--- src/rtl/multicycle_controller_pkg.sv ---
// Shared encodings for the RV32I multi-cycle controller: states, opcodes,
// datapath select codes and branch funct3 values.
package rv_ctrl_pkg;

    typedef enum logic [3:0] {
        S_FETCH,
        S_DECODE,
        S_MEMADR,
        S_MEMREAD,
        S_MEMWB,
        S_MEMWRITE,
        S_EXECR,
        S_EXECI,
        S_ALUWB,
        S_BRANCH,
        S_JAL,
        S_JALRADR
    } state_e;

    localparam logic [6:0] OP_LW     = 7'b0000011;
    localparam logic [6:0] OP_SW     = 7'b0100011;
    localparam logic [6:0] OP_R      = 7'b0110011;
    localparam logic [6:0] OP_I      = 7'b0010011;
    localparam logic [6:0] OP_BRANCH = 7'b1100011;
    localparam logic [6:0] OP_JAL    = 7'b1101111;
    localparam logic [6:0] OP_JALR   = 7'b1100111;

    localparam logic [1:0] RES_ALUOUT    = 2'b00;
    localparam logic [1:0] RES_DATA      = 2'b01;
    localparam logic [1:0] RES_ALURESULT = 2'b10;

    localparam logic [1:0] SRCA_PC    = 2'b00;
    localparam logic [1:0] SRCA_OLDPC = 2'b01;
    localparam logic [1:0] SRCA_RS1   = 2'b10;

    localparam logic [1:0] SRCB_RS2  = 2'b00;
    localparam logic [1:0] SRCB_IMM  = 2'b01;
    localparam logic [1:0] SRCB_FOUR = 2'b10;

    localparam logic [1:0] ALUOP_ADD    = 2'b00;
    localparam logic [1:0] ALUOP_BRANCH = 2'b01;
    localparam logic [1:0] ALUOP_FUNCT  = 2'b10;

    localparam logic [1:0] IMM_I = 2'b00;
    localparam logic [1:0] IMM_S = 2'b01;
    localparam logic [1:0] IMM_B = 2'b10;
    localparam logic [1:0] IMM_J = 2'b11;

    localparam logic [2:0] F3_BEQ  = 3'b000;
    localparam logic [2:0] F3_BNE  = 3'b001;
    localparam logic [2:0] F3_BLT  = 3'b100;
    localparam logic [2:0] F3_BGE  = 3'b101;
    localparam logic [2:0] F3_BLTU = 3'b110;
    localparam logic [2:0] F3_BGEU = 3'b111;

    // R-type and unsupported opcodes have no immediate; they fall back to I.
    function automatic logic [1:0] imm_src_of(input logic [6:0] op);
        case (op)
            OP_SW:     return IMM_S;
            OP_BRANCH: return IMM_B;
            OP_JAL:    return IMM_J;
            default:   return IMM_I;
        endcase
    endfunction

endpackage

--- src/rtl/multicycle_controller_if.sv ---
// Controller-to-datapath/memory bundle; master is the controller side.
interface multicycle_controller_if;

    logic [6:0] op;
    logic [2:0] funct3;
    logic       Zero;
    logic       Lt;
    logic       Ltu;
    logic       MemReady;
    logic       MemReq;
    logic       MemWrite;
    logic       AdrSrc;
    logic       IRWrite;
    logic       PCWrite;
    logic       RegWrite;
    logic [1:0] ResultSrc;
    logic [1:0] ALUSrcA;
    logic [1:0] ALUSrcB;
    logic [1:0] ALUOp;
    logic [1:0] ImmSrc;
    logic       Illegal;

    modport master (
        input  op, funct3, Zero, Lt, Ltu, MemReady,
        output MemReq, MemWrite, AdrSrc, IRWrite, PCWrite, RegWrite,
        output ResultSrc, ALUSrcA, ALUSrcB, ALUOp, ImmSrc, Illegal
    );

    modport slave (
        output op, funct3, Zero, Lt, Ltu, MemReady,
        input  MemReq, MemWrite, AdrSrc, IRWrite, PCWrite, RegWrite,
        input  ResultSrc, ALUSrcA, ALUSrcB, ALUOp, ImmSrc, Illegal
    );

endinterface

--- src/rtl/multicycle_controller_branch_cond.sv ---
// Branch-taken evaluation from funct3 and the ALU compare flags.
module branch_cond
    import rv_ctrl_pkg::*;
(
    input  logic [2:0] funct3_i,
    input  logic       zero_i,
    input  logic       lt_i,
    input  logic       ltu_i,
    output logic       taken_o,
    output logic       bad_funct3_o
);

    always_comb begin
        taken_o      = 1'b0;
        bad_funct3_o = 1'b0;
        case (funct3_i)
            F3_BEQ:  taken_o = zero_i;
            F3_BNE:  taken_o = !zero_i;
            F3_BLT:  taken_o = lt_i;
            F3_BGE:  taken_o = !lt_i;
            F3_BLTU: taken_o = ltu_i;
            F3_BGEU: taken_o = !ltu_i;
            default: bad_funct3_o = 1'b1;
        endcase
    end

endmodule

--- src/rtl/multicycle_controller.sv ---
// Sequencing FSM for the RV32I multi-cycle datapath with a req/ready
// handshake to the unified memory.
module multicycle_controller
    import rv_ctrl_pkg::*;
(
    input  logic                   clk,
    input  logic                   reset_n,
    multicycle_controller_if.master ctrl
);

    state_e     state_q, state_d;
    logic       memReq, memWrite, adrSrc, irWrite, pcWrite, regWrite, illegal;
    logic [1:0] resultSrc, srcA, srcB, aluOp;
    logic       taken, badFunct3;

    branch_cond u_branch_cond (
        .funct3_i     (ctrl.funct3),
        .zero_i       (ctrl.Zero),
        .lt_i         (ctrl.Lt),
        .ltu_i        (ctrl.Ltu),
        .taken_o      (taken),
        .bad_funct3_o (badFunct3)
    );

    always_ff @(posedge clk) begin
        if (!reset_n) state_q <= S_FETCH;
        else          state_q <= state_d;
    end

    always_comb begin
        state_d   = state_q;
        memReq    = 1'b0;
        memWrite  = 1'b0;
        adrSrc    = 1'b0;
        irWrite   = 1'b0;
        pcWrite   = 1'b0;
        regWrite  = 1'b0;
        illegal   = 1'b0;
        resultSrc = RES_ALUOUT;
        srcA      = SRCA_PC;
        srcB      = SRCB_RS2;
        aluOp     = ALUOP_ADD;
        case (state_q)
            S_FETCH: begin
                memReq    = 1'b1;
                srcB      = SRCB_FOUR;
                resultSrc = RES_ALURESULT;
                if (ctrl.MemReady) begin
                    irWrite = 1'b1;
                    pcWrite = 1'b1;
                    state_d = S_DECODE;
                end
            end
            S_DECODE: begin
                srcA = SRCA_OLDPC;
                srcB = SRCB_IMM;
                case (ctrl.op)
                    OP_LW, OP_SW: state_d = S_MEMADR;
                    OP_R:         state_d = S_EXECR;
                    OP_I:         state_d = S_EXECI;
                    OP_BRANCH:    state_d = S_BRANCH;
                    OP_JAL:       state_d = S_JAL;
                    OP_JALR:      state_d = S_JALRADR;
                    default: begin
                        illegal = 1'b1;
                        state_d = S_FETCH;
                    end
                endcase
            end
            S_MEMADR: begin
                srcA    = SRCA_RS1;
                srcB    = SRCB_IMM;
                state_d = (ctrl.op == OP_SW) ? S_MEMWRITE : S_MEMREAD;
            end
            S_MEMREAD: begin
                memReq = 1'b1;
                adrSrc = 1'b1;
                if (ctrl.MemReady) state_d = S_MEMWB;
            end
            S_MEMWB: begin
                resultSrc = RES_DATA;
                regWrite  = 1'b1;
                state_d   = S_FETCH;
            end
            S_MEMWRITE: begin
                memReq   = 1'b1;
                memWrite = 1'b1;
                adrSrc   = 1'b1;
                if (ctrl.MemReady) state_d = S_FETCH;
            end
            S_EXECR: begin
                srcA    = SRCA_RS1;
                srcB    = SRCB_RS2;
                aluOp   = ALUOP_FUNCT;
                state_d = S_ALUWB;
            end
            S_EXECI: begin
                srcA    = SRCA_RS1;
                srcB    = SRCB_IMM;
                aluOp   = ALUOP_FUNCT;
                state_d = S_ALUWB;
            end
            S_ALUWB: begin
                regWrite = 1'b1;
                state_d  = S_FETCH;
            end
            S_BRANCH: begin
                srcA    = SRCA_RS1;
                srcB    = SRCB_RS2;
                aluOp   = ALUOP_BRANCH;
                pcWrite = taken;
                illegal = badFunct3;
                state_d = S_FETCH;
            end
            S_JAL: begin
                // PC takes the target held in ALUOut while the ALU forms the link.
                srcA    = SRCA_OLDPC;
                srcB    = SRCB_FOUR;
                pcWrite = 1'b1;
                state_d = S_ALUWB;
            end
            S_JALRADR: begin
                srcA    = SRCA_RS1;
                srcB    = SRCB_IMM;
                state_d = S_JAL;
            end
            default: state_d = S_FETCH;
        endcase
    end

    // While held in reset, strobes are suppressed and selects show FETCH values.
    assign ctrl.MemReq    = reset_n & memReq;
    assign ctrl.MemWrite  = reset_n & memWrite;
    assign ctrl.AdrSrc    = reset_n & adrSrc;
    assign ctrl.IRWrite   = reset_n & irWrite;
    assign ctrl.PCWrite   = reset_n & pcWrite;
    assign ctrl.RegWrite  = reset_n & regWrite;
    assign ctrl.Illegal   = reset_n & illegal;
    assign ctrl.ResultSrc = reset_n ? resultSrc : RES_ALURESULT;
    assign ctrl.ALUSrcA   = reset_n ? srcA : SRCA_PC;
    assign ctrl.ALUSrcB   = reset_n ? srcB : SRCB_FOUR;
    assign ctrl.ALUOp     = reset_n ? aluOp : ALUOP_ADD;
    assign ctrl.ImmSrc    = imm_src_of(ctrl.op);

endmodule

--- src/flat_wrapper.sv ---
// flat-port wrapper written by rule: the top's interface ports become plain ports
module multicycle_controller_flat import rv_ctrl_pkg::*;
  (clk, reset_n, ctrl_op, ctrl_funct3, ctrl_Zero, ctrl_Lt, ctrl_Ltu, ctrl_MemReady, ctrl_MemReq, ctrl_MemWrite, ctrl_AdrSrc, ctrl_IRWrite, ctrl_PCWrite, ctrl_RegWrite, ctrl_ResultSrc, ctrl_ALUSrcA, ctrl_ALUSrcB, ctrl_ALUOp, ctrl_ImmSrc, ctrl_Illegal);
  multicycle_controller_if ctrl_i ();
  input  logic clk;
  input  logic reset_n;
  input wire logic [$bits(ctrl_i.op)-1:0] ctrl_op;
  input wire logic [$bits(ctrl_i.funct3)-1:0] ctrl_funct3;
  input wire logic [$bits(ctrl_i.Zero)-1:0] ctrl_Zero;
  input wire logic [$bits(ctrl_i.Lt)-1:0] ctrl_Lt;
  input wire logic [$bits(ctrl_i.Ltu)-1:0] ctrl_Ltu;
  input wire logic [$bits(ctrl_i.MemReady)-1:0] ctrl_MemReady;
  output wire logic [$bits(ctrl_i.MemReq)-1:0] ctrl_MemReq;
  output wire logic [$bits(ctrl_i.MemWrite)-1:0] ctrl_MemWrite;
  output wire logic [$bits(ctrl_i.AdrSrc)-1:0] ctrl_AdrSrc;
  output wire logic [$bits(ctrl_i.IRWrite)-1:0] ctrl_IRWrite;
  output wire logic [$bits(ctrl_i.PCWrite)-1:0] ctrl_PCWrite;
  output wire logic [$bits(ctrl_i.RegWrite)-1:0] ctrl_RegWrite;
  output wire logic [$bits(ctrl_i.ResultSrc)-1:0] ctrl_ResultSrc;
  output wire logic [$bits(ctrl_i.ALUSrcA)-1:0] ctrl_ALUSrcA;
  output wire logic [$bits(ctrl_i.ALUSrcB)-1:0] ctrl_ALUSrcB;
  output wire logic [$bits(ctrl_i.ALUOp)-1:0] ctrl_ALUOp;
  output wire logic [$bits(ctrl_i.ImmSrc)-1:0] ctrl_ImmSrc;
  output wire logic [$bits(ctrl_i.Illegal)-1:0] ctrl_Illegal;
  assign ctrl_i.op = ctrl_op;
  assign ctrl_i.funct3 = ctrl_funct3;
  assign ctrl_i.Zero = ctrl_Zero;
  assign ctrl_i.Lt = ctrl_Lt;
  assign ctrl_i.Ltu = ctrl_Ltu;
  assign ctrl_i.MemReady = ctrl_MemReady;
  assign ctrl_MemReq = ctrl_i.MemReq;
  assign ctrl_MemWrite = ctrl_i.MemWrite;
  assign ctrl_AdrSrc = ctrl_i.AdrSrc;
  assign ctrl_IRWrite = ctrl_i.IRWrite;
  assign ctrl_PCWrite = ctrl_i.PCWrite;
  assign ctrl_RegWrite = ctrl_i.RegWrite;
  assign ctrl_ResultSrc = ctrl_i.ResultSrc;
  assign ctrl_ALUSrcA = ctrl_i.ALUSrcA;
  assign ctrl_ALUSrcB = ctrl_i.ALUSrcB;
  assign ctrl_ALUOp = ctrl_i.ALUOp;
  assign ctrl_ImmSrc = ctrl_i.ImmSrc;
  assign ctrl_Illegal = ctrl_i.Illegal;
  multicycle_controller u_core (.clk(clk), .reset_n(reset_n), .ctrl(ctrl_i));
endmodule
--- config.mk ---
export PLATFORM = sky130hd
export DESIGN_NAME = multicycle_controller_flat
export DESIGN_NICKNAME = d
export VERILOG_FILES = /design/src/rtl/multicycle_controller_pkg.sv /design/src/rtl/multicycle_controller_if.sv /design/src/rtl/multicycle_controller_branch_cond.sv /design/src/rtl/multicycle_controller.sv /design/src/flat_wrapper.sv
export SDC_FILE = /design/constraint.sdc
export NUM_CORES = 1
export LEC_CHECK = 0
export CAP_MARGIN = 30
export CORE_UTILIZATION = 39
export CTS_BUF_LIST = sky130_fd_sc_hd__clkbuf_16
export CTS_CLUSTER_DIAMETER = 200
export DETAILED_ROUTE_END_ITERATION = 16
export PLACE_DENSITY = 0.79
export REMOVE_ABC_BUFFERS = 1
export SLEW_MARGIN = 30
export SYNTH_ARGS = -nofsm -noshare
export SYNTH_HDL_FRONTEND = slang
export SYNTH_SLANG_ARGS = --single-unit
--- constraint.sdc ---
create_clock -name clk -period 1.6 [get_ports clk]
set_input_delay 0.16 -clock clk [delete_from_list [all_inputs] [get_ports clk]]
set_output_delay 0.16 -clock clk [all_outputs]
set_load 0.03 [all_outputs]
# After elaboration in Yosys (flattened, before gate mapping)
# Cells that the tools add are included.
[op_classes] eq_ne=26 n_mux=26 bitwise_logic=7 n_reduce_logical=18
[op_table] cell="$pmux 4 s7" n=1
[op_table] cell="$pmux 4 s6" n=1
[op_table] cell="$eq 7x7->1 const B" n=3
[op_table] cell="$eq 4x3->1 const B" n=4
[op_table] cell="$eq 4x4->1 const B" n=4
[op_table] cell="$pmux 2 s2" n=4
[op_table] cell="$eq 7x6->1 const B" n=2
[op_table] cell="$eq 3x3->1 const B" n=4
[op_table] cell="$mux 4" n=3
[op_table] cell="$reduce_or 2->1" n=6
[op_table] cell="$eq 4x2->1 const B" n=2
[op_table] cell="$mux 1" n=8
[op_table] cell="$mux 2" n=4
[op_table] cell="$and 1x1->1" n=7
[op_table] cell="$eq 7x2->1 const B" n=1
[op_table] cell="$eq 7x5->1 const B" n=1
[op_table] cell="$reduce_or 7->1" n=1
[op_table] cell="$ne 2x2->1 const B" n=3
[op_table] cell="$pmux 1 s6" n=1
[op_table] cell="$pmux 2 s3" n=1
[op_table] cell="$reduce_or 3->1" n=2
[op_table] cell="$reduce_or 6->1" n=1
[op_table] cell="$reduce_or 5->1" n=1
[op_table] cell="$eq 4x1->1 const B" n=1
[op_table] cell="9 further kinds" n=11
[word_totals] ff_bits=4 inputBits=16 output_inout_bits=17 elab_cells=78

# Longest topological paths before layout
[logic_depth] word_depth=5 depth_mapped=5 ltp_nobuf=4

# By module
# A second synthesis with hierarchy kept.
[hier_totals] cells_unflattened=101 hier_area_um2=709.4
[modules_own_cells] module="multicycle_controller" n_inst=1 cells_each=95 area_per_inst_um2=663.1 seq_area_each_um2=80.1
[modules_own_cells] module="branch_cond" n_inst=1 cells_each=6 area_per_inst_um2=46.3 seq_area_each_um2=0.0

# Worst setup path before layout
# No wires, ideal clock.
[synth_timing] path_type="register to output" start="register u_core.state_q[1]" end="output port ctrl_ALUSrcB[1]" arrival_time_ps=1797 t_required_ps=1440 slack_ps=-357 path_stages_with_launch=4 n_path_buf=1 path_cell_list="dfxtp_1 > clkbuf_1 > nor2b_1 > o41ai_1"
[synth_via] elab_chain_cells=4 elab_cells_between_ends=10 cone_classes="eq/ne: 5; mux: 2; reduce/logical: 3"
[synth_rtl] item="start, declared" line_no="multicycle_controller.sv:11" text="state_e state_q, state_d;"
[synth_rtl] item="start signal, assigned" line_no="multicycle_controller.sv:27" text="else state_q <= state_d;"
[synth_rtl] item="$eq 4x2->1, or another cell as far along" line_no="multicycle_controller.sv:43" text="case (state_q)"
[synth_rtl] item="$reduce_or 4->1 (no source line) or $reduce_or 2->1 (tied branches)"
[synth_rtl] item="$pmux 2 s2 (*)" line_no="multicycle_controller.sv:43"
[synth_rtl] item="$mux 2 (*)" line_no="multicycle_controller.sv:141" text="assign ctrl.ALUSrcB = reset_n ? srcB : SRCB_FOUR;"
[synth_rtl] item="end, declared" line_no="flat_wrapper.sv:21" text="output wire logic [$bits(ctrl_i.ALUSrcB)-1:0] ctrl_ALUSrcB;"
# Mark *: on every way between the ends. The rest lies on a longest branch, timed or not.

# Worst setup path in the final report
[layout_timing] start="register u_core.state_q[3]" end="output port ctrl_PCWrite"
[layout_via] elab_chain_cells=3 elab_cells_between_ends=5 cone_classes="eq/ne: 2; mux: 1; bitwise: 1; reduce/logical: 1"
[layout_rtl] item="$eq 4x4->1 or $logic_not 4->1 (tied branches)" line_no="multicycle_controller.sv:43"
[layout_rtl] item="$pmux 1 s3 (*)" line_no="multicycle_controller.sv:43"
[layout_rtl] item="$and 1x1->1 (*)" line_no="multicycle_controller.sv:136" text="assign ctrl.PCWrite = reset_n & pcWrite;"
[layout_rtl] item="end, declared" line_no="flat_wrapper.sv:17" text="output wire logic [$bits(ctrl_i.PCWrite)-1:0] ctrl_PCWrite;"
# Marked as above.

==> flow_metrics.tcl <==
set metrics [dict create \
    outcome "finished, violations left" \
    violations "negative setup slack" \
    tightest_slew_ps 360.0 \
    clock_path_buffers 2 \
    final_core_util 0.8812 \
    syn_to_final_growth_pct 105.2 \
    synth.cell_area_um2 669.4 \
    synth-xor-area-share 0.06542 \
    grt_pass1_wl_mm 4.457 \
    routed-via-count 1079 \
    routabilityCongestion 0.8564 \
    drv_slew 0 \
    fmax_mhz 624.6 \
    met3_length_um 143 \
    synth_flop_cell "dfxtp_1" \
    die_h_um 43.43 \
    syn_area_per_cell_um2 6.628 \
    finalWorstSetupSlack_ps -1.022 \
    crit_end "ctrl_PCWrite" \
    tritoncts "yes" \
    clock-sinks 4 \
    hpwl_mm 1.890 \
    p_int_uw 544.5 \
    period_needed_ps 1601 \
    grt_pass1_vias 1032 \
    ir_drop_v 0.0006956 \
    cp_slowest_cell "dfxtp_4" \
    synth_top_family_by_area "simple AND/OR/NAND/NOR gates" \
    synthDistinctLibCells 37 \
    worstPathMaxFanout 7 \
    pwr-share-seq 0.139 \
    clock_latency_ps 230 \
    drt_iter0_markers 27 \
    r2r_start "u_core.state_q[2]" \
    grt_max_degree 15 \
    diodes 0 \
    p_comb_frac 0.334 \
    worstReg2RegEnd "u_core.state_q[1]" \
    setup_violations 1 \
    final_antenna_net_count 0 \
    top_layer "met4" \
    num-fill-cells 81 \
    htree_levels 1 \
    wire_per_inst_um 17.17 \
    hold_class "in -> reg" \
    portBuffers 32 \
    cts_root_buf "clkbuf_16" \
    arrival_ps 1440 \
    power_density_nw_per_um2 551.2 \
    drc 0 \
    slew_headroom 0.7569 \
    reg_top3 "u_core.state_q x4" \
    crit_type "reg -> out" \
    crit_chain "buf_4, mux2i_1, o32a_1, o31ai_2, buf_4" \
    grt_use_total 0.3127 \
    ys_seq_area_frac 0.1196 \
    synth_compound_area_frac 0.2748 \
    reg2reg_depth 5 \
    wl_met1_mm 1.183 \
    yosys_warnings 0 \
    dp_slack_ps -151.4 \
    synth_mux_area_frac 0.04486 \
    drt_wl_total_mm 3.005 \
    start_util 0.4294 \
    fp.dieW_um 43.43 \
    rows 14 \
    finClkSkew_ps 3.023 \
    setup_tns_ps -1.022 \
    fin_cells 175 \
    largest_reg_flops 4 \
    top_register "u_core.state_q" \
    clkSlewWorstSetupHoldPaths_ps 30 \
    ios 33 \
    worstHoldPathCells 4 \
    nets 177 \
    synthCells 101 \
    viasPerCell 6.166 \
    cp.required_ps 1440 \
    post-place-cells 164 \
    drtPass1Iterations 4 \
    synth_enable_flop_cells 0 \
    period_share 1.001 \
    switchingPower_uw 212.7 \
    rsz0062_at_grt "true" \
    gr-total-overflow 0 \
    antenna_found_initial 0 \
    hp-start "ctrl_op[4]" \
    r2r_slack_ps 40 \
    leakage_nw 0.6767 \
    ys_ff_latch 4 \
    async_flop_share 0 \
    wl_met2_mm 1.595 \
    cts_made_buffers 3 \
    core_region_area_um2 1559 \
    cap_violations 0 \
    clkPwrFrac 0.527 \
    startpoint "u_core.state_q[3]" \
    swShare 0.2809 \
    dieArea_um2 1886 \
    worstSetupEndpointType "primary output" \
    synth-simple-area-share 0.4262 \
    drive_gt1_frac 0.4780 \
    fin_total_pwr_uw 757.3 \
    postCtsHoldBufs 0 \
    max_stage_delay_ps 410 \
    finalHoldViolations 0 \
    critPathLaunchType "flip-flop" \
    cpMostUsedCell "buf_4" \
    synthAdderAreaFrac 0 \
]
==> power groups by stage <==
| stage | clock [mW] | combinational [mW] | sequential [mW] |
|---|---|---|---|
| after global placement | 0 | 0.214 | 0.108 |
| after global routing | 0.404 | 0.268 | 0.105 |
| final | 0.399 | 0.253 | 0.105 |
| after floorplan | 0 | 0.0982 | 0.113 |
| after CTS | 0.397 | 0.234 | 0.105 |
| after detailed placement | 0 | 0.220 | 0.108 |
==> worst min path at each step <==
stage | to
after detailed placement | u_core.state_q[3]
after global routing | u_core.state_q[2]
after global placement | u_core.state_q[3]
after CTS | u_core.state_q[2]
final | u_core.state_q[2]
after floorplan | u_core.state_q[2]
==> per-stage QoR <==
step                hold slack, ps  area, µm²
floorplan                    274.7      641.9
global placement             681.8       1105
detailed placement           705.8       1105
CTS                          439.7       1267
global route                 461.9       1374
finish                       404.0       1374
==> cells in the final DEF, fill, tap and decap left out, types with 4 or more instances in the layout <==
cell type	count
dfxtp_4	4
nor2b_1	7
nand2_1	7
a21oi_1	4
buf_4	46
nor2_1	8
dlymetal6s2s_1	4
dlygate4sd2_1	4
xor2_1	5
clkdlybuf4s50_1	7
nand2b_1	4
nor2b_4	4
==> cell type report <==
| cell class | instances | area (µm²) | share of cell area |
|---|---|---|---|
| clock buffers | 3 | 75.07 | 0.05464 |
| repair buffers | 62 | 520.5 | 0.3789 |
| well taps | 16 | 20.02 | 0.01457 |
| multi-input cells | 85 | 644.4 | 0.4690 |
| flip-flops and latches | 4 | 95.09 | 0.06922 |
| inverters | 5 | 18.77 | 0.01366 |
==> worst max-delay path: cells and delay by family (launching register included) <==
kind	cells	cell delay, ps
AOI/OAI and AO/OA	2	370
buffers and inverters	2	350
muxes	1	70
DFF	1	410
==> cells in the mapped netlist (3+ instances only) <==
| cell | count | area (µm²) |
|---|---|---|
| a21oi_1 | 5 | 25.02 |
| and3_1 | 3 | 18.77 |
| clkbuf_1 | 6 | 22.52 |
| dfxtp_1 | 4 | 80.08 |
| inv_1 | 4 | 15.01 |
| mux2i_1 | 3 | 30.03 |
| nand2_1 | 7 | 26.28 |
| nand2b_1 | 4 | 25.02 |
| nand3_1 | 3 | 15.01 |
| nor2_1 | 10 | 37.54 |
| nor2b_1 | 11 | 68.82 |
| nor3_1 | 5 | 25.02 |
| nor4_1 | 4 | 25.02 |
| o21ai_0 | 3 | 15.01 |
| xor2_1 | 5 | 43.79 |
==> cells by family after synthesis <==
| family | after synthesis |
|---|---|
| mux | 3 |
| buf+inv | 12 |
| flops | 4 |
| xor+xnor | 5 |
| simple gates | 53 |
| compound gates | 24 |
==> metal layers <==
layer / track usage / vias up
li1: - / 490
met4: 0.1375 / 0
met5: 0 / -
met1: 0.3535 / 523
met2: 0.5606 / 52
met3: 0.06667 / 14
==> timing repair <==
action                                 in CTS  in global routing
cloned                                      0                  0
endpoints found under the hold margin       0                  0
gates resized for setup                    28                 17
pin swaps                                   2                  7
setup endpoints to repair                  11                 13
setup buffers                               3                  5
Note: power is estimated with default switching activity, not from simulation.
